File: config.mk
export PLATFORM = sky130hd
export DESIGN_NAME = thto_arbiter
export DESIGN_NICKNAME = d
export VERILOG_FILES = /design/src/rtl/pkg_system_mdr.sv /design/src/rtl/bin_to_thto.sv /design/src/rtl/thto_arbiter.sv
export SDC_FILE = /design/constraint.sdc
export NUM_CORES = 1
export LEC_CHECK = 0
export ABC_AREA = 0
export BUFFER_PORTS_ARGS = -buffer_cell sky130_fd_sc_hd__buf_2
export CORE_MARGIN = 2
export CORE_UTILIZATION = 55
export CTS_CLUSTER_SIZE = 24
export DETAILED_ROUTE_END_ITERATION = 12
export PLACE_DENSITY = 0.88
export SLEW_MARGIN = 20
export SYNTH_ARGS = -nofsm -noshare
export SYNTH_HDL_FRONTEND = slang
export SYNTH_SLANG_ARGS = --single-unit
File: constraint.sdc
create_clock -name clk -period 5.9 [get_ports clk]
set_clock_uncertainty 0.1 [all_clocks]
set_input_delay 1.18 -clock clk [delete_from_list [all_inputs] [get_ports clk]]
set_output_delay 1.18 -clock clk [all_outputs]
set_load 0.02 [all_outputs]
File: src/rtl/pkg_system_mdr.sv
`default_nettype none
// ============================================================================
// Module      : pkg_system_mdr
// Description : Shared widths and enumerations for the MDR readout path.
// Revision    : 1.0 - initial release
// ============================================================================
package pkg_system_mdr;

  // Operand width in bits and BCD result width (4 bits per digit).
  localparam int IVW = 8;
  localparam int FVW = 12;

  // Arbiter sequencing states.
  typedef enum logic [1:0] {
    IDLE = 2'd0,
    CONV = 2'd1,
    DONE = 2'd2
  } state_t;

  // Requester identity.
  typedef enum logic {
    REQ_A = 1'b0,
    REQ_B = 1'b1
  } req_t;

  // Round-robin successor of a requester.
  function automatic req_t other_req(input req_t r);
    return (r == REQ_A) ? REQ_B : REQ_A;
  endfunction

endpackage
`default_nettype wire

File: src/rtl/bin_to_thto.sv
`default_nettype none
// ============================================================================
// Module      : bin_to_thto
// Description : Combinational binary-to-BCD converter (shift-add-3). The
//               operand is treated as zero-extended into the BCD accumulator.
// Revision    : 1.0 - initial release
// ============================================================================
module bin_to_thto
  import pkg_system_mdr::*;
(
  input  logic [IVW-1:0] i_bin,
  output logic [FVW-1:0] o_bcd
);

  localparam int c_DIGITS = FVW / 4;

  logic [FVW-1:0] w_acc;

  // Double-dabble: correct each digit >= 5 before shifting in the next bit.
  always_comb begin
    w_acc = '0;
    for (int i = IVW - 1; i >= 0; i--) begin
      for (int d = 0; d < c_DIGITS; d++) begin
        if (w_acc[d*4 +: 4] >= 4'd5) begin
          w_acc[d*4 +: 4] = w_acc[d*4 +: 4] + 4'd3;
        end
      end
      w_acc = {w_acc[FVW-2:0], i_bin[i]};
    end
    o_bcd = w_acc;
  end

endmodule
`default_nettype wire

File: src/rtl/thto_arbiter.sv
`default_nettype none
// ============================================================================
// Module      : thto_arbiter
// Description : Round-robin sharing of one bin_to_thto converter between the
//               MDR result (A) and remainder (B) requesters.
//               Optional macro THTO_SIGN_EN: two's-complement operands,
//               magnitude conversion and o_Neg_* sign outputs.
// Revision    : 1.0 - initial release
// ============================================================================
module thto_arbiter
  import pkg_system_mdr::*;
(
  input  logic           clk,
  input  logic           rst,
  input  logic           i_Start_A,
  input  logic           i_Start_B,
  input  logic [IVW-1:0] i_Data_A,
  input  logic [IVW-1:0] i_Data_B,
  output logic           o_Busy_A,
  output logic           o_Busy_B,
  output logic           o_Done_A,
  output logic           o_Done_B,
  output logic [FVW-1:0] o_Bcd_A,
  output logic [FVW-1:0] o_Bcd_B
`ifdef THTO_SIGN_EN
  ,
  output logic           o_Neg_A,
  output logic           o_Neg_B
`endif
);

  state_t         r_state;
  state_t         w_next_state;
  logic           r_pend_a;
  logic           r_pend_b;
  logic [IVW-1:0] r_data_a;
  logic [IVW-1:0] r_data_b;
  logic [IVW-1:0] r_op_reg;
  req_t           r_gnt;
  req_t           r_rr;

  logic           w_grant;
  req_t           w_grant_id;
  logic [IVW-1:0] w_grant_data;
  logic [IVW-1:0] w_op_next;
  logic           w_accept_a;
  logic           w_accept_b;
  logic           w_fin_a;
  logic           w_fin_b;
  logic [FVW-1:0] w_bcd;

  // A requester is busy while pending or while its conversion is in flight;
  // it frees up during DONE so it can restart on the done pulse.
  assign o_Busy_A   = r_pend_a | ((r_gnt == REQ_A) && (r_state == CONV));
  assign o_Busy_B   = r_pend_b | ((r_gnt == REQ_B) && (r_state == CONV));
  assign w_accept_a = i_Start_A & ~o_Busy_A;
  assign w_accept_b = i_Start_B & ~o_Busy_B;
  assign w_fin_a    = (r_state == CONV) && (r_gnt == REQ_A);
  assign w_fin_b    = (r_state == CONV) && (r_gnt == REQ_B);

  assign w_grant_data = (w_grant_id == REQ_A) ? r_data_a : r_data_b;

`ifdef THTO_SIGN_EN
  // Magnitude of a two's-complement operand; 8'h80 maps to unsigned 128.
  assign w_op_next = w_grant_data[IVW-1] ? (~w_grant_data + 1'b1) : w_grant_data;
`else
  assign w_op_next = w_grant_data;
`endif

  // State register.
  always_ff @(posedge clk) begin
    if (!rst) r_state <= IDLE;
    else      r_state <= w_next_state;
  end

  // Next-state and grant decision.
  always_comb begin
    w_next_state = r_state;
    w_grant      = 1'b0;
    w_grant_id   = r_gnt;
    case (r_state)
      IDLE: begin
        if (r_pend_a && r_pend_b) begin
          w_grant    = 1'b1;
          w_grant_id = r_rr;
        end else if (r_pend_a) begin
          w_grant    = 1'b1;
          w_grant_id = REQ_A;
        end else if (r_pend_b) begin
          w_grant    = 1'b1;
          w_grant_id = REQ_B;
        end
        if (w_grant) w_next_state = CONV;
      end
      CONV:    w_next_state = DONE;
      DONE:    w_next_state = IDLE;
      default: w_next_state = IDLE;
    endcase
  end

  // Per-requester pending flags and operand capture.
  always_ff @(posedge clk) begin
    if (!rst) begin
      r_pend_a <= 1'b0;
      r_pend_b <= 1'b0;
      r_data_a <= '0;
      r_data_b <= '0;
    end else begin
      if (w_accept_a) begin
        r_pend_a <= 1'b1;
        r_data_a <= i_Data_A;
      end else if (w_grant && (w_grant_id == REQ_A)) begin
        r_pend_a <= 1'b0;
      end
      if (w_accept_b) begin
        r_pend_b <= 1'b1;
        r_data_b <= i_Data_B;
      end else if (w_grant && (w_grant_id == REQ_B)) begin
        r_pend_b <= 1'b0;
      end
    end
  end

  // Shared converter operand, current grant and round-robin pointer.
  always_ff @(posedge clk) begin
    if (!rst) begin
      r_op_reg <= '0;
      r_gnt    <= REQ_A;
      r_rr     <= REQ_A;
    end else if (w_grant) begin
      r_op_reg <= w_op_next;
      r_gnt    <= w_grant_id;
      r_rr     <= other_req(w_grant_id);
    end
  end

  bin_to_thto u_conv (
    .i_bin (r_op_reg),
    .o_bcd (w_bcd)
  );

  // Result capture and one-cycle done pulse for the granted requester.
  always_ff @(posedge clk) begin
    if (!rst) begin
      o_Done_A <= 1'b0;
      o_Done_B <= 1'b0;
      o_Bcd_A  <= '0;
      o_Bcd_B  <= '0;
    end else begin
      o_Done_A <= w_fin_a;
      o_Done_B <= w_fin_b;
      if (w_fin_a) o_Bcd_A <= w_bcd;
      if (w_fin_b) o_Bcd_B <= w_bcd;
    end
  end

`ifdef THTO_SIGN_EN
  // Sign capture; the operand register is stable while its owner is busy.
  always_ff @(posedge clk) begin
    if (!rst) begin
      o_Neg_A <= 1'b0;
      o_Neg_B <= 1'b0;
    end else begin
      if (w_fin_a) o_Neg_A <= r_data_a[IVW-1];
      if (w_fin_b) o_Neg_B <= r_data_b[IVW-1];
    end
  end
`endif

endmodule
`default_nettype wire
==> results of run 1 <==
through the flow:
stage | area [um2] | setup slack [ns] | cells
6_report | 2940 | 0.991 | 396
2_1_floorplan | 2650 | 1.49 | 311
5_1_grt | 2940 | 0.606 | 396
3_5_place_dp | 2840 | 1.07 | 388
3_3_place_gp | 2840 | 1.21 | 388
4_1_cts | 2940 | 1.04 | 396
layout by cell type, fill, tap and decap left out, types with 6 or more instances in the layout:
cell type,count
sky130_fd_sc_hd__inv_1,9
sky130_fd_sc_hd__nand3_1,9
sky130_fd_sc_hd__ha_1,7
sky130_fd_sc_hd__nor2_1,37
sky130_fd_sc_hd__nand2_1,19
sky130_fd_sc_hd__o211ai_1,6
sky130_fd_sc_hd__a21oi_1,29
sky130_fd_sc_hd__dfxtp_1,52
sky130_fd_sc_hd__mux2i_1,21
sky130_fd_sc_hd__buf_2,43
sky130_fd_sc_hd__a222oi_1,8
sky130_fd_sc_hd__o21ai_0,16
sky130_fd_sc_hd__a31oi_1,6
power groups by stage:
stage	clock network [mW]	registers (mW)	logic, mW
after floorplan	0	0.406	0.132
after global placement	0	0.401	0.172
after detailed placement	0	0.402	0.176
after CTS	0.206	0.394	0.177
after global routing	0.219	0.398	0.199
final	0.203	0.395	0.178
layout make-up:
class / instances / area, um2
Inverter: 11 / 41.3
Tap cell: 54 / 67.6
Sequential cell: 52 / 1040
Timing Repair Buffer: 43 / 215
Multi-Input combinational cell: 228 / 1480
Clock buffer: 5 / 68.8
Clock inverter: 3 / 23.8
Fill cell: 398 / 1760
worst min-delay path by stage:
stage,cells past startpoint,to,slack (ns),from
floorplan,2,o_Bcd_B[0]$_SDFFE_PN0P_,0.34,r_op_reg[0]$_SDFFE_PN0P_
global placement,2,o_Bcd_B[8]$_SDFFE_PN0P_,0.34,o_Bcd_B[8]$_SDFFE_PN0P_
detailed placement,2,o_Bcd_B[8]$_SDFFE_PN0P_,0.35,o_Bcd_B[8]$_SDFFE_PN0P_
CTS,2,o_Bcd_B[8]$_SDFFE_PN0P_,0.37,o_Bcd_B[8]$_SDFFE_PN0P_
global route,2,o_Bcd_B[0]$_SDFFE_PN0P_,0.39,o_Bcd_B[0]$_SDFFE_PN0P_
finish,2,o_Bcd_B[8]$_SDFFE_PN0P_,0.36,o_Bcd_B[8]$_SDFFE_PN0P_
Yosys cell counts (6+ instances only):
library cell               number  share of area [%]
sky130_fd_sc_hd__a31oi_1        6                1.4
sky130_fd_sc_hd__clkbuf_1      15                2.1
sky130_fd_sc_hd__nand3_1        9                1.7
sky130_fd_sc_hd__inv_1          9                1.3
sky130_fd_sc_hd__o211ai_1       6                1.7
sky130_fd_sc_hd__nand2_1       19                2.7
sky130_fd_sc_hd__mux2i_1       21                8.0
sky130_fd_sc_hd__a222oi_1       8                3.0
sky130_fd_sc_hd__a21oi_1       29                5.5
sky130_fd_sc_hd__nor2_1        37                5.3
sky130_fd_sc_hd__ha_1           7                3.3
sky130_fd_sc_hd__o21ai_0       16                3.0
sky130_fd_sc_hd__dfxtp_1       52                 39
metal layers:
layer	up-vias	global-route usage (%)	wire length [um]
met2	72	35.4	2680
met3	13	5.21	285
met4	0	6.67	82
li1	1177	-	-
met1	1110	28.0	2560
met5	-	0	0
worst max-delay path: cells and delay by family (launching register included):
family,cells,cell delay [ns]
muxes,2,1.00
and+or+nand+nor,5,0.94
adders and majority gates,4,1.16
AOI/OAI and AO/OA,6,1.03
DFF,1,0.46
buffers and inverters,1,0.15
kinds of logic (layout without fill, tap and decap cells):
kind of cell / Yosys count / count (layout)
adder cells (fa/ha/maj): 7 / 7
flip-flops: 52 / 52
AND/OR/NAND/NOR: 97 / 97
buffers and inverters: 31 / 62
AO/OA/AOI/OAI: 93 / 93
multiplexers: 23 / 23
other: 1 / 4
XOR/XNOR: 4 / 4
==> tab_implementation.tex, run 1 <==
\begin{tabular}{lr}
\hline
Metric & Value \\
\hline
\multicolumn{2}{l}{\textbf{Outcome}} \\
\quad Result of the run & complete, no violations \\
\multicolumn{2}{l}{\textbf{Drt}} \\
\quad Starting DRT DRC Count & 135 \\
\quad Number of vias per cell & 5.99 \\
\quad Count of antenna-violating nets left after detailed routing & 0 \\
\quad Drt total wl & 5610 um \\
\quad Routed wire per std cell & 14.2 um \\
\quad DRC errors left & 0 \\
\quad Via count & 2372 \\
\quad Total iterations of the first detailed-routing run & 5 \\
\multicolumn{2}{l}{\textbf{Clocking}} \\
\quad CTS Sinks & 52 \\
\quad Number of CTS-inserted buffers & 5 \\
\quad Clock Root Buffer & sky130\_fd\_sc\_hd\_\_clkbuf\_8 \\
\quad Clock network latency to the later pin of the worst-skew pair & 0.31 ns \\
\quad Post-CTS Hold Buffers & 0 \\
\quad Number of instances resized during post-cts repair & 0 \\
\quad Clock Tree Buf Depth & 2 \\
\quad Clock Pin Slew Worst Setup and Hold Paths & 0.09 ns \\
\quad Post-CTS setup buffer count & 0 \\
\quad Level count of the clock H-tree & 2 \\
\quad CTS tree & yes \\
\multicolumn{2}{l}{\textbf{Timing}} \\
\quad Max Clock Freq & 204 MHz \\
\quad Max Transition Viols Final & 0 \\
\quad Worst hold margin & 0.358 ns \\
\quad Final hold violation count & 0 \\
\quad Actual transition at the worst max-transition pin & 0.937 ns \\
\quad Final sum of negative setup slack & 0 ns \\
\quad Relative slew slack & 37.2\% \\
\quad Count of endpoints failing setup in the final report & 0 \\
\quad RSZ-0062 raised after global routing & no \\
\quad Final min period & 4.91 ns \\
\quad Period utilization & 83.2\% \\
\multicolumn{2}{l}{\textbf{Power and ir drop}} \\
\quad Max VDD drop & 0.183 mV \\
\quad Int Power & 0.527 mW \\
\quad Power Total & 0.775 mW \\
\quad Relative contribution of combinational cells to total power & 22.9\% \\
\quad Net Sw Power & 0.248 mW \\
\quad Switching fraction of total power & 32.0\% \\
\quad Portion of total power attributed to the clock network & 26.2\% \\
\quad Leakage & 1.24 nW \\
\quad Power Dens Cells & 264 nW/um2 \\
\quad Sequential share of power & 50.9\% \\
\multicolumn{2}{l}{\textbf{Critical path}} \\
\quad CP max-delay cell & sky130\_fd\_sc\_hd\_\_mux2i\_1 \\
\quad Register-to-register setup slack & 0.99 ns \\
\quad Startpoint kind of the worst setup timing path & flop \\
\quad Critical Path Start & r\_op\_reg[5]\$\_SDFFE\_PN0P\_ \\
\quad Delay of the slowest cell on the worst path & 0.67 ns \\
\quad Critical Setup Path Class & reg -> reg \\
\quad Capture point of the worst path & o\_Bcd\_B[8]\$\_SDFFE\_PN0P\_ \\
\quad Number of cells on the worst reg-to-reg path & 18 \\
\quad CP Cell Sequence & ha\_1, o21ai\_0, mux2\_2, ha\_1, nand2b\_1, or4b\_4, a221oi\_1, inv\_1, ha\_1, nand2b\_1, nand2\_1, mux2i\_1, ha\_1, nand2\_1, o21ai\_0, a2bb2oi\_1, o211ai\_1, a21oi\_1 \\
\quad CP dominant cell by count & sky130\_fd\_sc\_hd\_\_ha\_1 \\
\quad Category of the worst setup path capture point & flop \\
\quad Crit path max fanout & 13 \\
\quad CP arrival & 5.03 ns \\
\quad Source of the worst register-to-register timing path & r\_op\_reg[5]\$\_SDFFE\_PN0P\_ \\
\quad Reg2reg end & o\_Bcd\_B[8]\$\_SDFFE\_PN0P\_ \\
\quad Worst EP required & 6.02 ns \\
\multicolumn{2}{l}{\textbf{Synth}} \\
\quad Ys Warns & 0 \\
\quad Synth Area per Inst & 8.58 um2 \\
\quad Async set-reset flop share out of synthesis & 0\% \\
\quad Largest family of logic cells by synthesized area & compound AO/OA/AOI/OAI gates \\
\quad Xor/xnor cell area share of the yosys netlist & 1.61\% \\
\quad Number of flip-flops and latches in the synthesized netlist & 52 \\
\quad Synthesized-area fraction occupied by and/or/nand/nor cells & 17.9\% \\
\quad Number of enable flip-flop cells after synthesis & 0 \\
\quad Fraction of synthesized area in multiplexers & 8.81\% \\
\quad Cells after synthesis & 308 \\
\quad Library cells used by synthesis & 52 \\
\quad Most common flop cell mapped by yosys & sky130\_fd\_sc\_hd\_\_dfxtp\_1 \\
\quad Compound-gate portion of the synthesized area & 23.8\% \\
\quad Synth Cell Area & 2640 um2 \\
\quad Register area share after synthesis & 39.4\% \\
\quad Adder and majority gate portion of the synthesized area & 3.31\% \\
\multicolumn{2}{l}{\textbf{Floorplan}} \\
\quad Die Y & 73.3 um \\
\quad Die X & 73.3 um \\
\quad Number of rows in the core area & 25 \\
\quad Starting utilization of the core area & 56.3\% \\
\quad Number of top-level design ports & 48 \\
\quad Standard cell core area & 4690 um2 \\
\quad DIE AREA & 5380 um2 \\
\multicolumn{2}{l}{\textbf{Global routing}} \\
\quad Number of antenna violations at the first check in global routing & 0 \\
\quad First-pass GRT wire length & 9260 um \\
\quad Sum of overflow across all layers after global routing & 0 \\
\quad Largest net degree at the start of global routing & 37 \\
\quad Global-route usage over all layers & 21.5\% \\
\quad Number of global-route vias before repair & 2079 \\
\multicolumn{2}{l}{\textbf{Layout}} \\
\quad Final layout net count & 368 \\
\quad Area growth, synth to finish & 11.1\% \\
\quad Largest regs & o\_Bcd\_A x10, o\_Bcd\_B x10 \\
\quad Inserted Diodes & 0 \\
\quad Layout cell share with drive strength beyond 1 & 17.5\% \\
\quad Core utilization of the finished layout & 62.6\% \\
\multicolumn{2}{l}{\textbf{Placement}} \\
\quad Detail Placement HPWL & 4100 um \\
\quad Count of port buffers added during placement & 43 \\
\quad Placer congestion estimate & 0.811 \\
\multicolumn{2}{l}{\textbf{Worst hold path}} \\
\quad Hold Crit Class & reg -> reg \\
\multicolumn{2}{l}{\textbf{Flow run}} \\
\quad Number of maximum-capacitance constraint violations & 0 \\
\hline
\end{tabular}
Power figures use the tool's default switching activity.
==> inputs of run 2 (changes only) <==
==> constraint.sdc (replaced) <==
create_clock -name clk -period 5 [get_ports clk]
set_clock_uncertainty 0.1 [all_clocks]
set_input_delay 1 -clock clk [delete_from_list [all_inputs] [get_ports clk]]
set_output_delay 1 -clock clk [all_outputs]
set_load 0.02 [all_outputs]
==> run 2 against run 1 <==
Compared with the run above: first-iteration DRC count increased by 50%; largest power group unchanged; global-route usage grew 3.1 points; clock power up 73%; critical path type unchanged; core utilization grew 1.7 points; via count is 1.2% higher; critical endpoint is now o_Bcd_B[7]$_SDFFE_PN0P_; power increased by 34%; flip-flop and latch count stayed put.
==> tab_implementation.tex, run 2 (synthesis gave the netlist of run 1 again) <==
\begin{tabular}{lr}
\hline
Metric & Value \\
\hline
\multicolumn{2}{l}{\textbf{Critical path}} \\
\quad CP Cell Sequence & inv\_1, ha\_1, o21ai\_0, mux2\_2, ha\_1, nand2b\_1, or4b\_4, a221oi\_2, inv\_1, ha\_1, nand2b\_1, a31oi\_4, mux2i\_4, o21ai\_2, xnor2\_2, or4\_1, a41oi\_1 \\
\quad Critical Setup Path Class & reg -> reg \\
\quad Worst EP required & 5.14 ns \\
\quad Crit path max fanout & 8 \\
\quad CP max-delay cell & sky130\_fd\_sc\_hd\_\_or4b\_4 \\
\quad Startpoint kind of the worst setup timing path & flop \\
\quad CP arrival & 4.86 ns \\
\quad CP dominant cell by count & sky130\_fd\_sc\_hd\_\_ha\_1 \\
\quad Delay of the slowest cell on the worst path & 0.51 ns \\
\quad Category of the worst setup path capture point & flop \\
\multicolumn{2}{l}{\textbf{Floorplan}} \\
\quad Die X & 73.3 um \\
\quad DIE AREA & 5380 um2 \\
\quad Number of rows in the core area & 25 \\
\quad Standard cell core area & 4690 um2 \\
\quad Starting utilization of the core area & 56.3\% \\
\quad Die Y & 73.3 um \\
\quad Number of top-level design ports & 48 \\
\multicolumn{2}{l}{\textbf{Timing}} \\
\quad Max Clock Freq & 212 MHz \\
\quad Period utilization & 94.3\% \\
\quad Final hold violation count & 0 \\
\quad Relative slew slack & 37.1\% \\
\quad RSZ-0062 raised after global routing & no \\
\quad Count of endpoints failing setup in the final report & 0 \\
\quad Max Transition Viols Final & 0 \\
\quad Final sum of negative setup slack & 0 ns \\
\quad Final min period & 4.71 ns \\
\quad Actual transition at the worst max-transition pin & 0.940 ns \\
\quad Worst hold margin & 0.375 ns \\
\quad Crit path setup slack, layout & 0.286 ns \\
\multicolumn{2}{l}{\textbf{Global routing}} \\
\quad Largest net degree at the start of global routing & 23 \\
\quad Number of global-route vias before repair & 2240 \\
\quad Global-route usage over all layers & 24.7\% \\
\quad First-pass GRT wire length & 10300 um \\
\quad Number of antenna violations at the first check in global routing & 0 \\
\quad Sum of overflow across all layers after global routing & 0 \\
\multicolumn{2}{l}{\textbf{Worst hold path}} \\
\quad Hold Crit Class & reg -> reg \\
\multicolumn{2}{l}{\textbf{Layout}} \\
\quad Commonest non-fill, non-tap cell in the layout & sky130\_fd\_sc\_hd\_\_dfxtp\_1 \\
\quad Largest regs & o\_Bcd\_A x10, o\_Bcd\_B x10 \\
\quad Commonest cells after routing, fill and taps aside & sky130\_fd\_sc\_hd\_\_dfxtp\_1, sky130\_fd\_sc\_hd\_\_buf\_2, sky130\_fd\_sc\_hd\_\_nor2\_1, sky130\_fd\_sc\_hd\_\_a21oi\_1, sky130\_fd\_sc\_hd\_\_mux2i\_1 \\
\quad Layout cell share with drive strength beyond 1 & 18.9\% \\
\quad Area growth, synth to finish & 14.1\% \\
\quad Inserted Diodes & 0 \\
\quad Final Non-Filler Cells & 398 \\
\quad Final layout net count & 370 \\
\multicolumn{2}{l}{\textbf{Clocking}} \\
\quad Post-CTS setup buffer count & 0 \\
\quad Number of CTS-inserted buffers & 5 \\
\quad CTS Sinks & 52 \\
\quad Clock Tree Buf Depth & 2 \\
\quad CTS tree & yes \\
\quad Level count of the clock H-tree & 2 \\
\quad Clock Pin Slew Worst Setup and Hold Paths & 0.10 ns \\
\quad Clock network latency to the later pin of the worst-skew pair & 0.32 ns \\
\quad Clock Root Buffer & sky130\_fd\_sc\_hd\_\_clkbuf\_8 \\
\multicolumn{2}{l}{\textbf{Placement}} \\
\quad Placer congestion estimate & 0.887 \\
\quad Number of cells after detailed placement & 390 \\
\quad Detail Placement HPWL & 4180 um \\
\quad Pre-CTS WS & 0.196 ns \\
\quad Count of port buffers added during placement & 43 \\
\multicolumn{2}{l}{\textbf{Drt}} \\
\quad Total iterations of the first detailed-routing run & 5 \\
\quad Starting DRT DRC Count & 203 \\
\quad Number of vias per cell & 6.03 \\
\quad Routed wire per std cell & 15.2 um \\
\quad Via count & 2400 \\
\quad DRC errors left & 0 \\
\quad Count of antenna-violating nets left after detailed routing & 0 \\
\quad Drt total wl & 6050 um \\
\multicolumn{2}{l}{\textbf{Power and ir drop}} \\
\quad Power Total & 1.04 mW \\
\quad Leakage & 1.28 nW \\
\quad Power Dens Cells & 344 nW/um2 \\
\quad Max VDD drop & 0.249 mV \\
\multicolumn{2}{l}{\textbf{Outcome}} \\
\quad Result of the run & complete, no violations \\
\multicolumn{2}{l}{\textbf{Flow run}} \\
\quad Number of maximum-capacitance constraint violations & 0 \\
\hline
\end{tabular}
[run 2: cell count changes in the layout (fill, tap and decap cells not counted), sizes merged]
| cell | delta |
|---|---|
| buf | +2 |
| bufinv | +2 |
| clkinvlp | -2 |
| clkinv | -1 |
| inv | +1 |
[run 2: critical path: cells and delay by family, from the launching register on]
| family | cells | cell delay, ns |
|---|---|---|
| multiplexers | 2 | 0.67 |
| AND/OR/NAND/NOR | 4 | 1.26 |
| AO/OA/AOI/OAI | 5 | 1.06 |
| adder cells (fa/ha/maj) | 3 | 0.65 |
| XOR/XNOR | 1 | 0.23 |
| flip-flops | 1 | 0.39 |
| buffers and inverters | 2 | 0.26 |
[run 2: cell type report]
cell class	count	area [um2]
well taps	54	67.6
repair buffers	45	230
multi-input cells	228	1500
clock inverters	3	68.8
flip-flops and latches	52	1040
fillers	374	1680
clock buffers	5	68.8
inverters	11	41.3
[run 2: per-stage QoR]
step,util (%),cell area (um2)
floorplan,-,2650
global placement,60.9,2860
detailed placement,60.9,2860
CTS,63.8,3000
global route,64.3,3020
finish,64.3,3020
[run 2: path summary, 6_finish.rpt]
check	from	endpoint	slack [ns]	cells after the start
min	o_Bcd_B[0]$_SDFFE_PN0P_	o_Bcd_B[0]$_SDFFE_PN0P_	0.38	2
max	r_op_reg[6]$_SDFFE_PN0P_	o_Bcd_B[7]$_SDFFE_PN0P_	0.29	17
min reg2reg	o_Bcd_B[0]$_SDFFE_PN0P_	o_Bcd_B[0]$_SDFFE_PN0P_	0.38	2
max reg2reg	r_op_reg[6]$_SDFFE_PN0P_	o_Bcd_B[7]$_SDFFE_PN0P_	0.29	17
[run 2: routing by layer]
metal / vias up / track usage (%) / routed length [um]
li1: 1186 / - / -
met1: 1112 / 31.4 / 2700
met2: 89 / 41.0 / 2890
met3: 13 / 6.04 / 374
met4: 0 / 8.08 / 83
met5: - / 0 / 0
[run 2: power by group]
group          switching [mW]  internal, mW  leakage, nW
clock                   0.151         0.202       0.0687
sequential             0.0236         0.443        0.425
combinational           0.134        0.0830        0.787
[run 2: repair_timing]
action | 4_1_cts | 5_1_grt
hold buffers | 0 | 0
setup endpoints to repair | 0 | 10
gates resized for setup | 0 | 4
==> inputs of run 3 (changes only) <==
--- a/config.mk
+++ b/config.mk
@@ -8,10 +8,10 @@
 export ABC_AREA = 0
 export BUFFER_PORTS_ARGS = -buffer_cell sky130_fd_sc_hd__buf_2
 export CORE_MARGIN = 2
-export CORE_UTILIZATION = 55
+export CORE_UTILIZATION = 45
 export CTS_CLUSTER_SIZE = 24
 export DETAILED_ROUTE_END_ITERATION = 12
-export PLACE_DENSITY = 0.88
+export PLACE_DENSITY = 0.76
 export SLEW_MARGIN = 20
 export SYNTH_ARGS = -nofsm -noshare
 export SYNTH_HDL_FRONTEND = slang
==> run 3 against run 2 <==
Compared with the run above: non-clock buffer count is the same; cell count is 4.5% higher; critical path type unchanged; die area increased by 21%; wire length is 3.2% lower; highest routed layer unchanged; hold slack worse by 0.016 ns; setup slack improved by 0.061 ns; register-to-register slack better by 0.06 ns; critical path depth decreased by 1; cell area decreased by 0.17%; sequential power is essentially flat.
==> tab_implementation.tex, run 3 (synthesis gave the netlist of run 1 again) <==
\begin{tabular}{lr}
\hline
Metric & Value \\
\hline
\multicolumn{2}{l}{\textbf{Outcome}} \\
\quad Result of the run & complete, no violations \\
\multicolumn{2}{l}{\textbf{Layout}} \\
\quad Largest regs & o\_Bcd\_A x10, o\_Bcd\_B x10 \\
\quad Core utilization of the finished layout & 54.0\% \\
\quad Layout cell share with drive strength beyond 1 & 18.3\% \\
\quad Commonest cells after routing, fill and taps aside & sky130\_fd\_sc\_hd\_\_dfxtp\_1, sky130\_fd\_sc\_hd\_\_buf\_2, sky130\_fd\_sc\_hd\_\_nor2\_1, sky130\_fd\_sc\_hd\_\_a21oi\_1, sky130\_fd\_sc\_hd\_\_mux2i\_1 \\
\quad Final layout net count & 370 \\
\quad Inserted Diodes & 0 \\
\quad Area growth, synth to finish & 13.9\% \\
\quad Commonest non-fill, non-tap cell in the layout & sky130\_fd\_sc\_hd\_\_dfxtp\_1 \\
\multicolumn{2}{l}{\textbf{Floorplan}} \\
\quad Die X & 80.6 um \\
\quad Starting utilization of the core area & 47.4\% \\
\quad DIE AREA & 6500 um2 \\
\quad Die Y & 80.6 um \\
\quad Number of top-level design ports & 48 \\
\quad Standard cell core area & 5570 um2 \\
\quad Number of rows in the core area & 27 \\
\multicolumn{2}{l}{\textbf{Drt}} \\
\quad Number of vias per cell & 5.75 \\
\quad Count of antenna-violating nets left after detailed routing & 0 \\
\quad Drt total wl & 5860 um \\
\quad DRC errors left & 0 \\
\quad Total iterations of the first detailed-routing run & 6 \\
\quad Via count & 2391 \\
\quad Starting DRT DRC Count & 198 \\
\quad Routed wire per std cell & 14.1 um \\
\multicolumn{2}{l}{\textbf{Critical path}} \\
\quad Startpoint kind of the worst setup timing path & flop \\
\quad Critical Setup Path Class & reg -> reg \\
\quad Delay of the slowest cell on the worst path & 0.50 ns \\
\quad Worst EP required & 5.13 ns \\
\quad CP max-delay cell & sky130\_fd\_sc\_hd\_\_or4b\_4 \\
\quad CP Cell Sequence & ha\_1, o21ai\_0, mux2\_2, ha\_1, nand2b\_1, or4b\_4, a221oi\_2, inv\_1, ha\_1, nand2b\_1, a31oi\_4, mux2i\_4, o21ai\_2, xnor2\_2, or4\_1, a41oi\_1 \\
\quad CP dominant cell by count & sky130\_fd\_sc\_hd\_\_ha\_1 \\
\quad CP arrival & 4.78 ns \\
\quad Category of the worst setup path capture point & flop \\
\quad Crit path max fanout & 8 \\
\multicolumn{2}{l}{\textbf{Timing}} \\
\quad Final min period & 4.65 ns \\
\quad Actual transition at the worst max-transition pin & 0.935 ns \\
\quad Count of endpoints failing setup in the final report & 0 \\
\quad Final sum of negative setup slack & 0 ns \\
\quad Relative slew slack & 37.6\% \\
\quad Max Clock Freq & 215 MHz \\
\quad Period utilization & 93.1\% \\
\quad Final hold violation count & 0 \\
\quad RSZ-0062 raised after global routing & no \\
\quad Max Transition Viols Final & 0 \\
\multicolumn{2}{l}{\textbf{Global routing}} \\
\quad Global-route usage over all layers & 19.1\% \\
\quad Sum of overflow across all layers after global routing & 0 \\
\quad Number of antenna violations at the first check in global routing & 0 \\
\quad Number of global-route vias before repair & 2157 \\
\quad First-pass GRT wire length & 9990 um \\
\quad Largest net degree at the start of global routing & 32 \\
\multicolumn{2}{l}{\textbf{Power and ir drop}} \\
\quad Relative contribution of combinational cells to total power & 22.2\% \\
\quad Portion of total power attributed to the clock network & 29.9\% \\
\quad Leakage & 1.27 nW \\
\quad Net Sw Power & 0.295 mW \\
\quad Int Power & 0.678 mW \\
\quad Sequential share of power & 47.9\% \\
\quad Power Dens Cells & 323 nW/um2 \\
\quad Max VDD drop & 0.228 mV \\
\quad Switching fraction of total power & 30.4\% \\
\multicolumn{2}{l}{\textbf{Clocking}} \\
\quad Level count of the clock H-tree & 2 \\
\quad Clock Root Buffer & sky130\_fd\_sc\_hd\_\_clkbuf\_8 \\
\quad Clock network latency to the later pin of the worst-skew pair & 0.30 ns \\
\quad Clock Tree Buf Depth & 2 \\
\quad Clock Pin Slew Worst Setup and Hold Paths & 0.10 ns \\
\quad CTS tree & yes \\
\quad Number of instances resized during post-cts repair & 0 \\
\quad Number of CTS-inserted buffers & 5 \\
\quad Post-CTS Hold Buffers & 0 \\
\quad Post-CTS setup buffer count & 0 \\
\quad CTS Sinks & 52 \\
\multicolumn{2}{l}{\textbf{Placement}} \\
\quad Detail Placement HPWL & 4270 um \\
\quad Count of port buffers added during placement & 43 \\
\quad Placer congestion estimate & 0.839 \\
\multicolumn{2}{l}{\textbf{Flow run}} \\
\quad Number of maximum-capacitance constraint violations & 0 \\
\multicolumn{2}{l}{\textbf{Worst hold path}} \\
\quad Hold Crit Class & reg -> reg \\
\hline
\end{tabular}
[run 3: cell types whose count changed in the layout (fill, tap and decap cells not counted), sizes merged]
cell / delta
bufinv: -1
clkbuf: +1
[run 3: area by class of cell]
class                           instances  area, um2
Inverter                               11       41.3
Multi-Input combinational cell        228       1500
Clock buffer                            6       72.6
Sequential cell                        52       1040
Fill cell                             521       2560
Tap cell                               72       90.1
Timing Repair Buffer                   45        230
Clock inverter                          2       38.8
[run 3: metal layers]
layer	vias to the layer above	GRT usage, %	routed length [um]
li1	1190	-	-
met1	1129	25.6	2740
met2	67	31.8	2750
met3	5	4.38	339
met4	0	3.05	29
met5	-	0	0
[run 3: metrics by stage]
step,hold slack (ns),setup WS (ns),std cells,power (mW),cell area (um2)
5_1_grt,0.378,0.0202,416,1.02,3010
3_3_place_gp,0.343,0.460,408,0.679,2880
6_report,0.360,0.347,416,0.973,3010
2_1_floorplan,0.344,0.592,311,0.635,2650
3_5_place_dp,0.347,0.208,408,0.686,2880
4_1_cts,0.361,0.179,416,0.974,2990
[run 3: worst max-delay path, delay by kind of cell, from the launching register on]
| kind | cells | cell delay [ns] |
|---|---|---|
| and+or+nand+nor | 4 | 1.27 |
| buffers and inverters | 1 | 0.15 |
| muxes | 2 | 0.66 |
| xor gates and xnor gates | 1 | 0.24 |
| AOI/OAI and AO/OA | 5 | 1.04 |
| adders and majority gates | 3 | 0.67 |
| DFF | 1 | 0.46 |
[run 3: worst paths after layout]
| path | start | to | slack (ns) | cells past startpoint |
|---|---|---|---|---|
| max | r_op_reg[5]$_SDFFE_PN0P_ | o_Bcd_A[7]$_SDFFE_PN0P_ | 0.35 | 16 |
| max reg2reg | r_op_reg[5]$_SDFFE_PN0P_ | o_Bcd_A[7]$_SDFFE_PN0P_ | 0.35 | 16 |
| min | o_Bcd_B[4]$_SDFFE_PN0P_ | o_Bcd_B[4]$_SDFFE_PN0P_ | 0.36 | 2 |
| min reg2reg | o_Bcd_B[4]$_SDFFE_PN0P_ | o_Bcd_B[4]$_SDFFE_PN0P_ | 0.36 | 2 |
[run 3: power by group through the flow]
| stage | Combinational, mW | Sequential [mW] | Clock [mW] |
|---|---|---|---|
| 2_1_floorplan | 0.156 | 0.479 | 0 |
| 3_3_place_gp | 0.205 | 0.474 | 0 |
| 3_5_place_dp | 0.211 | 0.475 | 0 |
| 4_1_cts | 0.212 | 0.465 | 0.296 |
| 5_1_grt | 0.241 | 0.470 | 0.313 |
| 6_report | 0.216 | 0.466 | 0.291 |
